$ cat config.mk
export PLATFORM = sky130hd
export DESIGN_NAME = core_arf_dump_flat
export DESIGN_NICKNAME = d
export VERILOG_FILES = /design/src/rtl/core_arf_dump_pkg.sv /design/src/rtl/core_arf_r.sv /design/src/rtl/core_arf_dump.sv /design/src/flat_wrapper.sv
export SDC_FILE = /design/constraint.sdc
export NUM_CORES = 1
export LEC_CHECK = 0
export BUFFER_PORTS_ARGS = -buffer_cell sky130_fd_sc_hd__buf_2
export CAP_MARGIN = 20
export CORE_MARGIN = 1
export CORE_UTILIZATION = 50
export DETAILED_ROUTE_END_ITERATION = 6
export HOLD_SLACK_MARGIN = 0.02
export PLACE_DENSITY_LB_ADDON = 0.3
export SYNTH_ARGS = -nofsm -noshare
export SYNTH_HDL_FRONTEND = slang
export SYNTH_SLANG_ARGS = --single-unit
$ cat constraint.sdc
create_clock -name clk_i -period 5.12 [get_ports clk_i]
set_input_delay 0.512 -clock clk_i [delete_from_list [all_inputs] [get_ports clk_i]]
set_output_delay 0.512 -clock clk_i [all_outputs]
set_load 0.005 [all_outputs]
$ cat src/rtl/core_arf_dump_pkg.sv
// Shared widths and dump-FSM state encoding for the register-file dump engine.
package core_arf_dump_pkg;

    localparam int unsigned ARF_AW = 4;
    localparam int unsigned ARF_DW = 16;

    typedef enum logic [1:0] {
        IDLE   = 2'd0,
        STREAM = 2'd1,
        DRAIN  = 2'd2
    } dump_state_e;

endpackage

$ cat src/rtl/core_arf_r.sv
// Combinational read port into the architectural register file.
interface core_arf_r #(
    parameter int unsigned AW = core_arf_dump_pkg::ARF_AW,
    parameter int unsigned DW = core_arf_dump_pkg::ARF_DW
);

    logic [AW-1:0] addr;
    logic [DW-1:0] data;

    modport master (output addr, input data);
    modport slave  (input addr, output data);

endinterface

$ cat src/rtl/core_arf_dump.sv
// Streams a contiguous (possibly wrapping) range of architectural registers out
// through a valid/ready port, one word per cycle, with abort and back-pressure.
module core_arf_dump #(
    parameter int unsigned ARF_AW = core_arf_dump_pkg::ARF_AW,
    parameter int unsigned ARF_DW = core_arf_dump_pkg::ARF_DW
) (
    input  logic              clk_i,
    input  logic              arst_i,
    core_arf_r.master         r_intf,
    input  logic              req_valid_i,
    output logic              req_ready_o,
    input  logic [ARF_AW-1:0] req_first_i,
    input  logic [ARF_AW-1:0] req_last_i,
    input  logic              abort_i,
    output logic              out_valid_o,
    input  logic              out_ready_i,
    output logic [ARF_DW-1:0] out_data_o,
    output logic [ARF_AW-1:0] out_addr_o,
    output logic              out_last_o,
    output logic              busy_o
);

    import core_arf_dump_pkg::*;

    dump_state_e       state_q, state_d;
    logic [ARF_AW-1:0] cnt_q;
    logic [ARF_AW-1:0] end_q;
    logic              out_valid_q;
    logic [ARF_DW-1:0] out_data_q;
    logic [ARF_AW-1:0] out_addr_q;
    logic              out_last_q;

    logic accept;
    logic load;
    logic handshake;
    logic is_last;
    logic do_abort;

    assign accept    = (state_q == IDLE) && req_valid_i;
    assign handshake = out_valid_q && out_ready_i;
    assign is_last   = (cnt_q == end_q);
    assign do_abort  = (state_q != IDLE) && abort_i;
    // Abort wins over any load in the same cycle.
    assign load      = (state_q == STREAM) && !abort_i && (!out_valid_q || out_ready_i);

    assign r_intf.addr = cnt_q;

    always_comb begin
        state_d = state_q;
        unique case (state_q)
            IDLE: begin
                if (accept) state_d = STREAM;
            end
            STREAM: begin
                if (abort_i) begin
                    state_d = IDLE;
                end else if (load && is_last) begin
                    state_d = DRAIN;
                end
            end
            DRAIN: begin
                if (abort_i || handshake) state_d = IDLE;
            end
            default: state_d = IDLE;
        endcase
    end

    always_ff @(posedge clk_i or posedge arst_i) begin
        if (arst_i) begin
            state_q <= IDLE;
        end else begin
            state_q <= state_d;
        end
    end

    always_ff @(posedge clk_i or posedge arst_i) begin
        if (arst_i) begin
            cnt_q <= '0;
            end_q <= '0;
        end else if (accept) begin
            cnt_q <= req_first_i;
            end_q <= req_last_i;
        end else if (load && !is_last) begin
            cnt_q <= cnt_q + ARF_AW'(1);
        end
    end

    always_ff @(posedge clk_i or posedge arst_i) begin
        if (arst_i) begin
            out_valid_q <= 1'b0;
            out_data_q  <= '0;
            out_addr_q  <= '0;
            out_last_q  <= 1'b0;
        end else if (do_abort) begin
            out_valid_q <= 1'b0;
        end else if (load) begin
            out_valid_q <= 1'b1;
            out_data_q  <= r_intf.data;
            out_addr_q  <= cnt_q;
            out_last_q  <= is_last;
        end else if ((state_q == DRAIN) && handshake) begin
            out_valid_q <= 1'b0;
        end
    end

    // Ready is masked while reset is held so nothing looks acceptable.
    assign req_ready_o = (state_q == IDLE) && !arst_i;
    assign busy_o      = (state_q != IDLE);
    assign out_valid_o = out_valid_q;
    assign out_data_o  = out_data_q;
    assign out_addr_o  = out_addr_q;
    assign out_last_o  = out_last_q;

endmodule
$ cat src/flat_wrapper.sv
// flat-port wrapper written by rule: the top's interface ports become plain ports
module core_arf_dump_flat import core_arf_dump_pkg::*;
#(
    parameter int unsigned ARF_AW = core_arf_dump_pkg::ARF_AW,
    parameter int unsigned ARF_DW = core_arf_dump_pkg::ARF_DW
)
  (clk_i, arst_i, req_valid_i, req_ready_o, req_first_i, req_last_i, abort_i, out_valid_o, out_ready_i, out_data_o, out_addr_o, out_last_o, busy_o, r_intf_addr, r_intf_data);
  core_arf_r r_intf_i ();
  input  logic clk_i;
  input  logic arst_i;
  input  logic req_valid_i;
  output logic req_ready_o;
  input  logic [ARF_AW-1:0] req_first_i;
  input  logic [ARF_AW-1:0] req_last_i;
  input  logic abort_i;
  output logic out_valid_o;
  input  logic out_ready_i;
  output logic [ARF_DW-1:0] out_data_o;
  output logic [ARF_AW-1:0] out_addr_o;
  output logic out_last_o;
  output logic busy_o;
  output wire logic [$bits(r_intf_i.addr)-1:0] r_intf_addr;
  input wire logic [$bits(r_intf_i.data)-1:0] r_intf_data;
  assign r_intf_addr = r_intf_i.addr;
  assign r_intf_i.data = r_intf_data;
  core_arf_dump #(.ARF_AW(ARF_AW), .ARF_DW(ARF_DW)) u_core (.clk_i(clk_i), .arst_i(arst_i), .r_intf(r_intf_i), .req_valid_i(req_valid_i), .req_ready_o(req_ready_o), .req_first_i(req_first_i), .req_last_i(req_last_i), .abort_i(abort_i), .out_valid_o(out_valid_o), .out_ready_i(out_ready_i), .out_data_o(out_data_o), .out_addr_o(out_addr_o), .out_last_o(out_last_o), .busy_o(busy_o));
endmodule
Word-level counts from Yosys, hierarchy flattened
Cells that the tools add are included.
{"block": "classes", "muxes": 10, "n_eq_ne": 6, "add_sub_neg": 1, "reduce_logical": 21, "bitwise_logic": 1}
{"operator": "$logic_and 1x1->1", "count": 9}
{"operator": "$mux 2", "count": 4}
{"operator": "$mux 4", "count": 2}
{"operator": "$pmux 2 s3", "count": 1}
{"operator": "$add 4x1->4 const B", "count": 1}
{"operator": "$eq 4x4->1", "count": 1}
{"operator": "$logic_not 1->1", "count": 4}
{"operator": "$ne 2x1->1 const B", "count": 2}
{"operator": "$reduce_bool 2->1", "count": 2}
{"operator": "$mux 1", "count": 3}
{"operator": "$ne 3x3->1 const B", "count": 1}
{"operator": "$reduce_and 3->1", "count": 1}
{"operator": "$reduce_bool 3->1", "count": 1}
{"operator": "$eq 2x1->1 const B", "count": 1}
{"operator": "$eq 2x2->1 const B", "count": 1}
{"operator": "$logic_not 2->1", "count": 1}
{"operator": "$logic_or 1x1->1", "count": 2}
{"operator": "$reduce_and 2->1", "count": 1}
{"operator": "$not 1->1", "count": 1}
{"block": "totals", "output_inout_bits": 28, "register_bits": 32}

Longest topological paths before layout
Gate-level depths: netlist of run 1.
{"block": "depth", "word_depth": 7, "ltp_mapped": 6}

Worst setup path before layout of run 1
OpenSTA, ideal clock, no wires.
{"block": "synth_timing", "path_type": "input to register", "from": "input port abort_i", "to": "register u_core.cnt_q[3] (netlist: u_core.r_intf.addr[3])", "cell_stages": 5, "slack_ps": 3257, "setup_ps": 87, "arrival_time_ps": 1776, "n_path_buf": 1, "required_time_ps": 5033, "cell_sequence": "or3b_1 or2_0 buf_2 or4_1 o211ai_1"}
{"block": "synth_between", "elab_chain_len": 5}
{"item": "start: declaration", "line": "flat_wrapper.sv:15", "text": "input logic abort_i;"}
{"item": "$logic_not 1->1", "line": "core_arf_dump.sv:44", "text": "assign load = (state_q == STREAM) && !abort_i && (!out_valid_q || out_ready_i);"}
{"item": "$logic_and 1x1->1 (2 in a row)", "line": "core_arf_dump.sv:44"}
{"item": "$logic_and 1x1->1", "line": "core_arf_dump.sv:83", "text": "end else if (load && !is_last) begin"}
{"item": "$reduce_bool 2->1 (no line)"}
{"item": "end signal: assignment", "line": "core_arf_dump.sv:81", "text": "cnt_q <= req_first_i;"}
{"item": "end signal: assignment", "line": "core_arf_dump.sv:84", "text": "cnt_q <= cnt_q + ARF_AW'(1);"}
{"item": "end: declaration", "line": "core_arf_dump.sv:26", "text": "logic [ARF_AW-1:0] cnt_q;"}
No other way between the ends.
A chain may end at the register's enable or synchronous reset.

Worst setup path in the final report of run 1
{"block": "layout_timing", "from": "register u_core.state_q[1]", "to": "register u_core.cnt_q[3] (netlist: u_core.r_intf.addr[3])"}
{"block": "layout_between", "elab_chain_len": 5}
{"item": "start: declaration", "line": "core_arf_dump.sv:25", "text": "dump_state_e state_q, state_d;"}
{"item": "start signal: assignment", "line": "core_arf_dump.sv:72", "text": "state_q <= state_d;"}
{"item": "$eq 2x1->1", "line": "core_arf_dump.sv:44"}
{"item": "$logic_and 1x1->1 (2 in a row)", "line": "core_arf_dump.sv:44"}
{"item": "$logic_and 1x1->1", "line": "core_arf_dump.sv:83"}
{"item": "$reduce_bool 2->1 (no line)"}
Several ways; a longest one is shown, not always the timed one.

==> impl_metrics.env, run 1 <==
export IMPL_seq_area_frac_synth_pct=58.08
export IMPL_grt_max_degree=27
export IMPL_async_reset_ff_share_pct=100.0
export IMPL_cts_buffers=5
export IMPL_crit_chain="or3b_1, or2_0, buf_4, or4_1, o211ai_1"
export IMPL_ant_nets=0
export IMPL_drt_pass1_iter_count=4
export IMPL_stdcell_area_um2=1772
export IMPL_grt_pass1_wl_um=5099
export IMPL_wl_um=3240
export IMPL_hold_slack_ps=184.2
export IMPL_root_buffer="clkbuf_4"
export IMPL_place_inst=241
export IMPL_yosys_warnings=0
export IMPL_syn_area_um2=1379
export IMPL_max_cap_violations=0
export IMPL_cts_setup_buffers=0
export IMPL_required_ps=5380
export IMPL_vias_per_cell=5.100
export IMPL_clkLatencyLatePin_ps=350
export IMPL_syn_inst=158
export IMPL_p_sw_uw=404.1
export IMPL_remaining_drc_errors=0
export IMPL_worstPathMaxFanout=26
export IMPL_initial_core_util_pct=54.18
export IMPL_end_kind="flip-flop"
export IMPL_timing_rr_start="u_core.state_q[1]"
export IMPL_fmax_mhz=499.0
export IMPL_final_hold_violation_count=0
export IMPL_dr_total_vias=1270
export IMPL_final_cell_mix="nand2_1 (77), buf_2 (56), dfrtp_1 (32), nor2_1 (7)"
export IMPL_layout_commonest_cell="nand2_1"
export IMPL_p_sw_share_pct=39.71
export IMPL_grt_overflow=0
export IMPL_cp_data_arrival_time_ps=2270
export IMPL_grt_pass1_vias=1202
export IMPL_synth_top_flop_cell="dfrtp_1"
export IMPL_ff2ff_setup_slack_ps=3120
export IMPL_p_leak_uw=0.0009945
export IMPL_die_x_um=54.52
export IMPL_setup_tns_ps=0
export IMPL_setup_viol=0
export IMPL_std_cell_rows=18
export IMPL_hold_buffers=0
export IMPL_synth_seq_cells=32
export IMPL_power_density_nw_per_um2=574.3
export IMPL_crit_end="u_core.r_intf.addr[3]"
export IMPL_place_hpwl_um=2313
export IMPL_cts_clk_slew_worst_paths_ps=110
export IMPL_tightest_slew_ps=518.5
export IMPL_gp_congestion=0.7706
export IMPL_total_power_uw=1018
export IMPL_track_usage_pct=25.19
export IMPL_cts_buffer_depth=2
export IMPL_relSlewSlack_pct=65.40
export IMPL_vdd_drop_max_mv=0.3787
export IMPL_core_um2=2545
export IMPL_n_antenna_cell=0
export IMPL_crit_start="u_core.state_q[1]"
export IMPL_clock_skew_ps=10.09
export IMPL_ff2ff_path_depth=5
export IMPL_nNetsFinal=248
export IMPL_crit_type="flip-flop to flip-flop"
export IMPL_status="complete, no violations"
export IMPL_p_comb_share_pct=40.5
export IMPL_slowest_stage="or4_1"
export IMPL_max_stage_delay_ps=490
export IMPL_start_kind="flip-flop"
export IMPL_hp_class="primary input to asynchronous set/reset pin"
export IMPL_p_clk_share_pct=14.3
export IMPL_cts_resized=0
export IMPL_die_h_um=54.52
export IMPL_synth_nets=188
export IMPL_h_tree_depth=2
export IMPL_antenna_found_initial=0
export IMPL_finalMaxSlewViolations=0
export IMPL_portBuffers=56
export IMPL_period_share_pct=39.14
export IMPL_cts_tree="done"
export IMPL_drtIter0Drc=15
export IMPL_synth_cell_type_count=27
export IMPL_wl_per_cell_um=13.01
export IMPL_cts_sinks=32
export IMPL_drive_above_1_share_pct=31.51
export IMPL_period_minus_slack_ps=2004
export IMPL_seq_power_share_pct=45.1
export IMPL_rsz0062_at_grt="false"
export IMPL_die_area_um2=2972
export IMPL_synth_edff_count=0
export IMPL_synthToLayoutAreaGrowth_pct=28.49
export IMPL_stdcell_count=249
export IMPL_place_area_um2=1715
export IMPL_reg2reg_to="u_core.r_intf.addr[3]"
export IMPL_p_int_uw=613.4
export IMPL_ios=57
export IMPL_synth_avg_cell_area_um2=8.727
synth_stat cells (all sizes together) (2+ instances only):
cell type	number	area, um2
a31oi	2	12.51
or4	2	15.01
nor3	2	10.01
dfrtp	32	800.8
or2	2	12.52
xnor2	4	35.03
inv	4	15.01
nand2	77	289.0
nor2	7	26.28
or3b	2	17.52
a21oi	5	25.02
clkbuf	5	18.77
o21ai	2	10.01
per-layer routing:
| metal | up-vias | GRT usage (%) | share of wire [%] |
|---|---|---|---|
| met5 | - | 0 | 0 |
| met4 | 0 | 11.97 | 1.7 |
| met3 | 9 | 9.444 | 6.5 |
| met2 | 48 | 40.24 | 49 |
| met1 | 591 | 29.77 | 43 |
| li1 | 622 | - | - |
state kept, by name, indices dropped and copies added, names as in the netlist:
| signal | flops |
|---|---|
| u_core.out_valid_o | 1 |
| u_core.r_intf.addr | 4 |
| u_core.end_q | 4 |
| u_core.out_last_o | 1 |
| u_core.out_addr_o | 4 |
| u_core.out_data_o | 16 |
| u_core.state_q | 2 |
worst min path at each step:
stage / cells past startpoint / slack, ps / start / end
after floorplan: 2 / 470 / u_core.end_q[0] / u_core.end_q[0]
after global placement: 2 / 450 / u_core.out_data_o[12] / u_core.out_data_o[12]
after detailed placement: 2 / 460 / u_core.out_addr_o[3] / u_core.out_addr_o[3]
after CTS: 2 / 200 / arst_i / u_core.out_addr_o[3]
after global routing: 2 / 210 / arst_i / u_core.out_data_o[15]
final: 2 / 180 / arst_i / u_core.out_addr_o[3]
power by group through the flow:
stage               clock (uW)  sequential (uW)  combinational [uW]
finish                     146              459                 412
global route               162              474                 475
CTS                        148              459                 415
detailed placement           0              464                 411
global placement             0              455                 390
floorplan                    0              460                 235
critical path, delay by kind of cell (launching register included):
family,cells,cell delay (ps)
AOI/OAI and AO/OA,1,110
and+or+nand+nor,3,1150
buffers and inverters,1,220
DFF,1,440
metrics by stage:
| step | util [%] | setup WS (ps) |
|---|---|---|
| after global routing | 69.62 | 3009 |
| final | 69.62 | 3116 |
| after detailed placement | 67.40 | 2976 |
| after global placement | 66.32 | 3035 |
| after CTS | 69.62 | 3123 |
| after floorplan | - | 3257 |
kinds of logic (layout without fill, tap and decap cells):
group	count (synthesis)	after routing	share of synthesized area (%)
simple gates	98	98	30.04
compound gates	13	13	5.627
flops	32	32	58.08
fa+ha+maj	1	1	0.9073
buf+inv	10	71	2.813
xor+xnor	4	4	2.541
final cells by class:
| cell class | instances | area (um2) |
|---|---|---|
| clock inverters | 3 | 18.77 |
| repair buffers | 59 | 322.8 |
| fillers | 209 | 773.2 |
| flip-flops and latches | 32 | 800.8 |
| well taps | 30 | 37.54 |
| clock buffers | 5 | 37.54 |
| inverters | 4 | 15.01 |
| multi-input cells | 116 | 539.3 |
(Power assumes the default switching activity.)
==> run 2: changes to the inputs <==
- CORE_UTILIZATION: 50 -> 42
- clock period: 5.12 -> 1.8 ns (I/O delays scaled with it)
==> impl_metrics.env, run 2 (same netlist as run 1, synthesis figures left out) <==
export IMPL_period_minus_slack_ps=1727
export IMPL_reg2reg_to="u_core.r_intf.addr[2]"
export IMPL_p_sw_share_pct=36.61
export IMPL_start_kind="flip-flop"
export IMPL_cts_clk_slew_worst_paths_ps=100
export IMPL_largest_reg_flops=16
export IMPL_tightest_slew_ps=392.0
export IMPL_dr_total_vias=1302
export IMPL_cts_tree="done"
export IMPL_crit_start="u_core.state_q[0]"
export IMPL_vias_per_cell=4.717
export IMPL_wl_um=3126
export IMPL_final_cell_mix="nand2_1 (77), buf_2 (56), dfrtp_1 (32), buf_4 (13), nor2_1 (7)"
export IMPL_hp_class="primary input to flip-flop"
export IMPL_core_um2=3078
export IMPL_clock_skew_ps=9.621
export IMPL_cp_data_arrival_time_ps=1990
export IMPL_layout_commonest_cell="nand2_1"
export IMPL_status="complete, no violations"
export IMPL_required_ps=2060
export IMPL_timing_rr_start="u_core.state_q[0]"
export IMPL_period_share_pct=95.93
export IMPL_p_int_uw=1932
export IMPL_stdcell_count=276
export IMPL_ios=57
export IMPL_grt_pass1_vias=1237
export IMPL_initial_core_util_pct=44.80
export IMPL_final_hold_violation_count=0
export IMPL_die_h_um=59.30
export IMPL_wl_per_cell_um=11.33
export IMPL_grt_pass1_wl_um=5133
export IMPL_clkLatencyLatePin_ps=330
export IMPL_remaining_drc_errors=0
export IMPL_fmax_mhz=579.1
export IMPL_seq_power_share_pct=41.8
export IMPL_grt_max_degree=33
export IMPL_place_hpwl_um=2189
export IMPL_crit_type="flip-flop to flip-flop"
export IMPL_portBuffers=56
export IMPL_setup_tns_ps=0
export IMPL_relSlewSlack_pct=73.87
export IMPL_place_inst=264
export IMPL_p_clk_share_pct=14.9
export IMPL_cts_buffer_depth=2
export IMPL_ff2ff_path_depth=4
export IMPL_p_comb_share_pct=43.3
export IMPL_std_cell_rows=20
export IMPL_crit_end="u_core.r_intf.addr[2]"
export IMPL_grt_overflow=0
export IMPL_gp_congestion=0.7796
export IMPL_ant_nets=0
export IMPL_nNetsFinal=262
export IMPL_die_x_um=59.30
export IMPL_fill_cells=282
export IMPL_h_tree_depth=2
export IMPL_vdd_drop_max_mv=0.7286
export IMPL_cts_sinks=32
export IMPL_die_area_um2=3516
export IMPL_p_sw_uw=1116
export IMPL_ff2ff_setup_slack_ps=70
export IMPL_p_leak_uw=0.001057
export IMPL_n_antenna_cell=0
export IMPL_drtIter0Drc=21
export IMPL_finalMaxSlewViolations=0
export IMPL_synthToLayoutAreaGrowth_pct=37.66
export IMPL_drt_pass1_iter_count=4
export IMPL_antenna_found_initial=0
export IMPL_drive_above_1_share_pct=34.48
export IMPL_worstPathMaxFanout=5
export IMPL_cts_buffers=5
export IMPL_root_buffer="clkbuf_4"
export IMPL_power_density_nw_per_um2=1605
export IMPL_max_cap_violations=0
export IMPL_end_kind="flip-flop"
export IMPL_track_usage_pct=20.22
export IMPL_setup_viol=0
-- run 2: cell types whose count changed in the layout (fill, tap and decap cells not counted) --
cell and change:
or3b_4 +1, or3b_1 -1, clkinv_4 -1, clkinv_2 -2, buf_16 -1, or2_4 +1
or2_0 -1, buf_4 +11, dlygate4sd3_1 +4, clkbuf_8 +2
-- run 2: layer usage --
layer	share of wire [%]	up-vias	GRT usage [%]
met3	5.8	5	7.424
li1	-	653	-
met2	49	40	33.39
met4	1.6	0	8.503
met1	44	604	23.61
met5	0	-	0
-- run 2: worst max-delay path, stage by stage (launching register included) --
cell and delay (ps):
dfrtp_1 400, or3b_4 410, or2_4 270, or4_1 410
a31oi_1 170
-- run 2: through the flow --
step	total power, uW	worst slack (ps)	hold WS, ps	util, %	instance area [um2]
2_1_floorplan	1978	31.92	243.1	-	1379
3_3_place_gp	2544	108.3	290.0	57.85	1780
3_5_place_dp	2576	69.54	298.6	57.85	1780
4_1_cts	3042	55.75	20.07	61.26	1886
5_1_grt	3309	-11.00	20.72	61.67	1898
6_report	3047	73.26	26.92	61.67	1898
-- run 2: cell type report --
cell class | instances | area (um2) | share of cell area, %
timing repair buffer | 73 | 417.9 | 22.02
clock buffer | 7 | 65.06 | 3.428
multi-input combinational | 116 | 544.3 | 28.68
sequential | 32 | 800.8 | 42.19
tap | 44 | 55.05 | 2.900
inverter | 4 | 15.01 | 0.7910
-- run 2: how the worst min path moves through the flow --
stage	startpoint	cells past startpoint	endpoint	slack [ps]
detailed placement	arst_i	3	u_core.end_q[1]	300
floorplan	abort_i	1	u_core.state_q[1]	240
global placement	arst_i	3	u_core.end_q[0]	290
finish	req_last_i[2]	3	u_core.end_q[2]	30
global route	r_intf_data[14]	3	u_core.out_data_o[14]	20
CTS	req_last_i[2]	3	u_core.end_q[2]	20
-- run 2: timing repair --
action | CTS | global route
hold buffers | 4 | 0
setup buffers | 0 | 1
gates resized for setup | 0 | 3
hold endpoints to repair | 35 | 0
endpoints found under the setup margin | 0 | 2
-- run 2: power by group through the flow --
stage               logic, uW  clock network (uW)  registers [uW]
floorplan                 670                   0            1310
global placement         1270                   0            1280
detailed placement       1290                   0            1280
CTS                      1300                 462            1280
global route             1490                 498            1320
finish                   1320                 453            1280
==> run 3: changes to the inputs <==
- CELL_PAD_IN_SITES_DETAIL_PLACEMENT: default -> 0
- CELL_PAD_IN_SITES_GLOBAL_PLACEMENT: default -> 1
- CORE_UTILIZATION: 42 -> 30
==> impl_metrics.env, run 3 (same netlist as run 1, synthesis figures left out) <==
export IMPL_status="complete, no violations"
export IMPL_fill_cells=464
export IMPL_die_area_um2=4871
export IMPL_antenna_found_initial=0
export IMPL_final_cell_mix="nand2_1 (77), buf_2 (56), dfrtp_1 (32), buf_4 (15), nor2_1 (6)"
export IMPL_period_share_pct=94.37
export IMPL_max_cap_violations=0
export IMPL_initial_core_util_pct=31.45
export IMPL_final_hold_violation_count=0
export IMPL_grt_pass1_wl_um=5540
export IMPL_place_hpwl_um=2391
export IMPL_die_h_um=69.80
export IMPL_grt_overflow=0
export IMPL_portBuffers=56
export IMPL_grt_pass1_vias=1247
export IMPL_cts_sinks=32
export IMPL_vdd_drop_max_mv=0.6315
export IMPL_clock_skew_ps=6.612
export IMPL_drtIter0Drc=53
export IMPL_h_tree_depth=2
export IMPL_cts_clk_slew_worst_paths_ps=60
export IMPL_tightest_slew_ps=411.4
export IMPL_p_leak_uw=0.001069
export IMPL_remaining_drc_errors=0
export IMPL_synthToLayoutAreaGrowth_pct=40.20
export IMPL_worstPathMaxFanout=4
export IMPL_layout_commonest_cell="nand2_1"
export IMPL_period_minus_slack_ps=1699
export IMPL_drt_pass1_iter_count=4
export IMPL_cts_tree="done"
export IMPL_drive_above_1_share_pct=34.91
export IMPL_ant_nets=0
export IMPL_total_power_uw=3271
export IMPL_grt_max_degree=33
export IMPL_grt_met2_usage_pct=24.79
export IMPL_start_kind="flip-flop"
export IMPL_fmax_mhz=588.7
export IMPL_power_density_nw_per_um2=1692
export IMPL_finalMaxSlewViolations=0
export IMPL_met3_usage_pct=3.924
export IMPL_end_kind="flip-flop"
export IMPL_gp_congestion=0.6852
export IMPL_setup_viol=0
export IMPL_root_buffer="clkbuf_8"
export IMPL_core_um2=4384
export IMPL_vias_per_cell=4.387
export IMPL_relSlewSlack_pct=72.57
export IMPL_cts_buffer_depth=2
export IMPL_busiest_layer="met2"
export IMPL_cts_buffers=5
export IMPL_ios=57
export IMPL_wl_per_cell_um=11.43
export IMPL_std_cell_rows=24
export IMPL_met1_usage_pct=17.41
export IMPL_clkLatencyLatePin_ps=280
export IMPL_n_antenna_cell=0
export IMPL_required_ps=1990
export IMPL_die_x_um=69.80
export IMPL_dr_total_vias=1246
export IMPL_rsz0062_at_grt="false"
export IMPL_nNetsFinal=261
export IMPL_cp_data_arrival_time_ps=1890
export IMPL_setup_tns_ps=0
export IMPL_hp_class="primary input to flip-flop"
export IMPL_wl_um=3247
export IMPL_track_usage_pct=14.52
export IMPL_largest_reg_flops=16
export IMPL_crit_type="flip-flop to flip-flop"
-- run 3: changes by cell type in the layout (fill, tap and decap cells not counted), sizes merged --
cell         before  now
clkbuf            7    6
clkinv            0    1
dlygate4sd3       4    1
buf              69   71
bufinv            0    1
-- run 3: metrics by stage --
stage	hold WS [ps]	utilization [%]	cells	cell area, um2	worst slack, ps
final	85.19	44.09	284	1933	101.3
after global routing	79.31	44.09	284	1933	23.43
after CTS	76.15	43.92	283	1926	51.76
after detailed placement	304.3	41.24	274	1808	66.48
after global placement	301.5	41.24	274	1808	109.6
after floorplan	243.1	-	158	1379	31.92
-- run 3: critical path: stages (launching register included) --
cell      delay [ps]
dfrtp_1          370
or3b_1           380
or2_1            290
or4_1            480
o211ai_1         100
-- run 3: power breakdown --
| group | leakage, uW | internal [uW] | switching (uW) | total, uW |
|---|---|---|---|---|
| clock network | 0.0000552 | 410 | 251 | 661 |
| registers | 0.000395 | 1060 | 179 | 1240 |
| logic | 0.000619 | 669 | 705 | 1370 |
| total | 0.00107 | 2140 | 1130 | 3270 |
-- run 3: cell type report --
| class | instances | area (um2) | share of cell area, % |
|---|---|---|---|
| Timing Repair Buffer | 72 | 402.9 | 20.84 |
| Tap cell | 52 | 65.06 | 3.366 |
| Clock buffer | 6 | 72.57 | 3.754 |
| Inverter | 4 | 15.01 | 0.7767 |
| Sequential cell | 32 | 800.8 | 41.42 |
| Multi-Input combinational cell | 116 | 541.8 | 28.03 |
| Clock inverter | 2 | 35.03 | 1.812 |
-- run 3: what timing repair did --
action / CTS / global route
endpoints found under the hold margin: 32 / 0
endpoints found under the setup margin: 0 / 2
buffers inserted: 0 / 1
hold buffers: 1 / 0
resized for setup: 0 / 1
-- run 3: routing by layer --
layer	wire length, um	part of all wire [%]	vias up
met5	0	0	-
met4	35	1.1	0
met3	140	4.3	4
met2	1608	50	27
met1	1463	45	566
li1	-	-	649
-- run 3: worst paths after layout --
path	end	cells past startpoint	slack [ps]	startpoint
hold reg to reg	u_core.out_data_o[5]	2	470	u_core.out_data_o[5]
min in group asynchronous	u_core.out_data_o[4]	4	550	arst_i
max in group asynchronous	u_core.out_data_o[8]	4	960	arst_i
hold / removal	u_core.state_q[1]	2	90	abort_i
setup / recovery	u_core.r_intf.addr[3]	4	100	u_core.state_q[1]
setup reg to reg	u_core.r_intf.addr[3]	4	100	u_core.state_q[1]
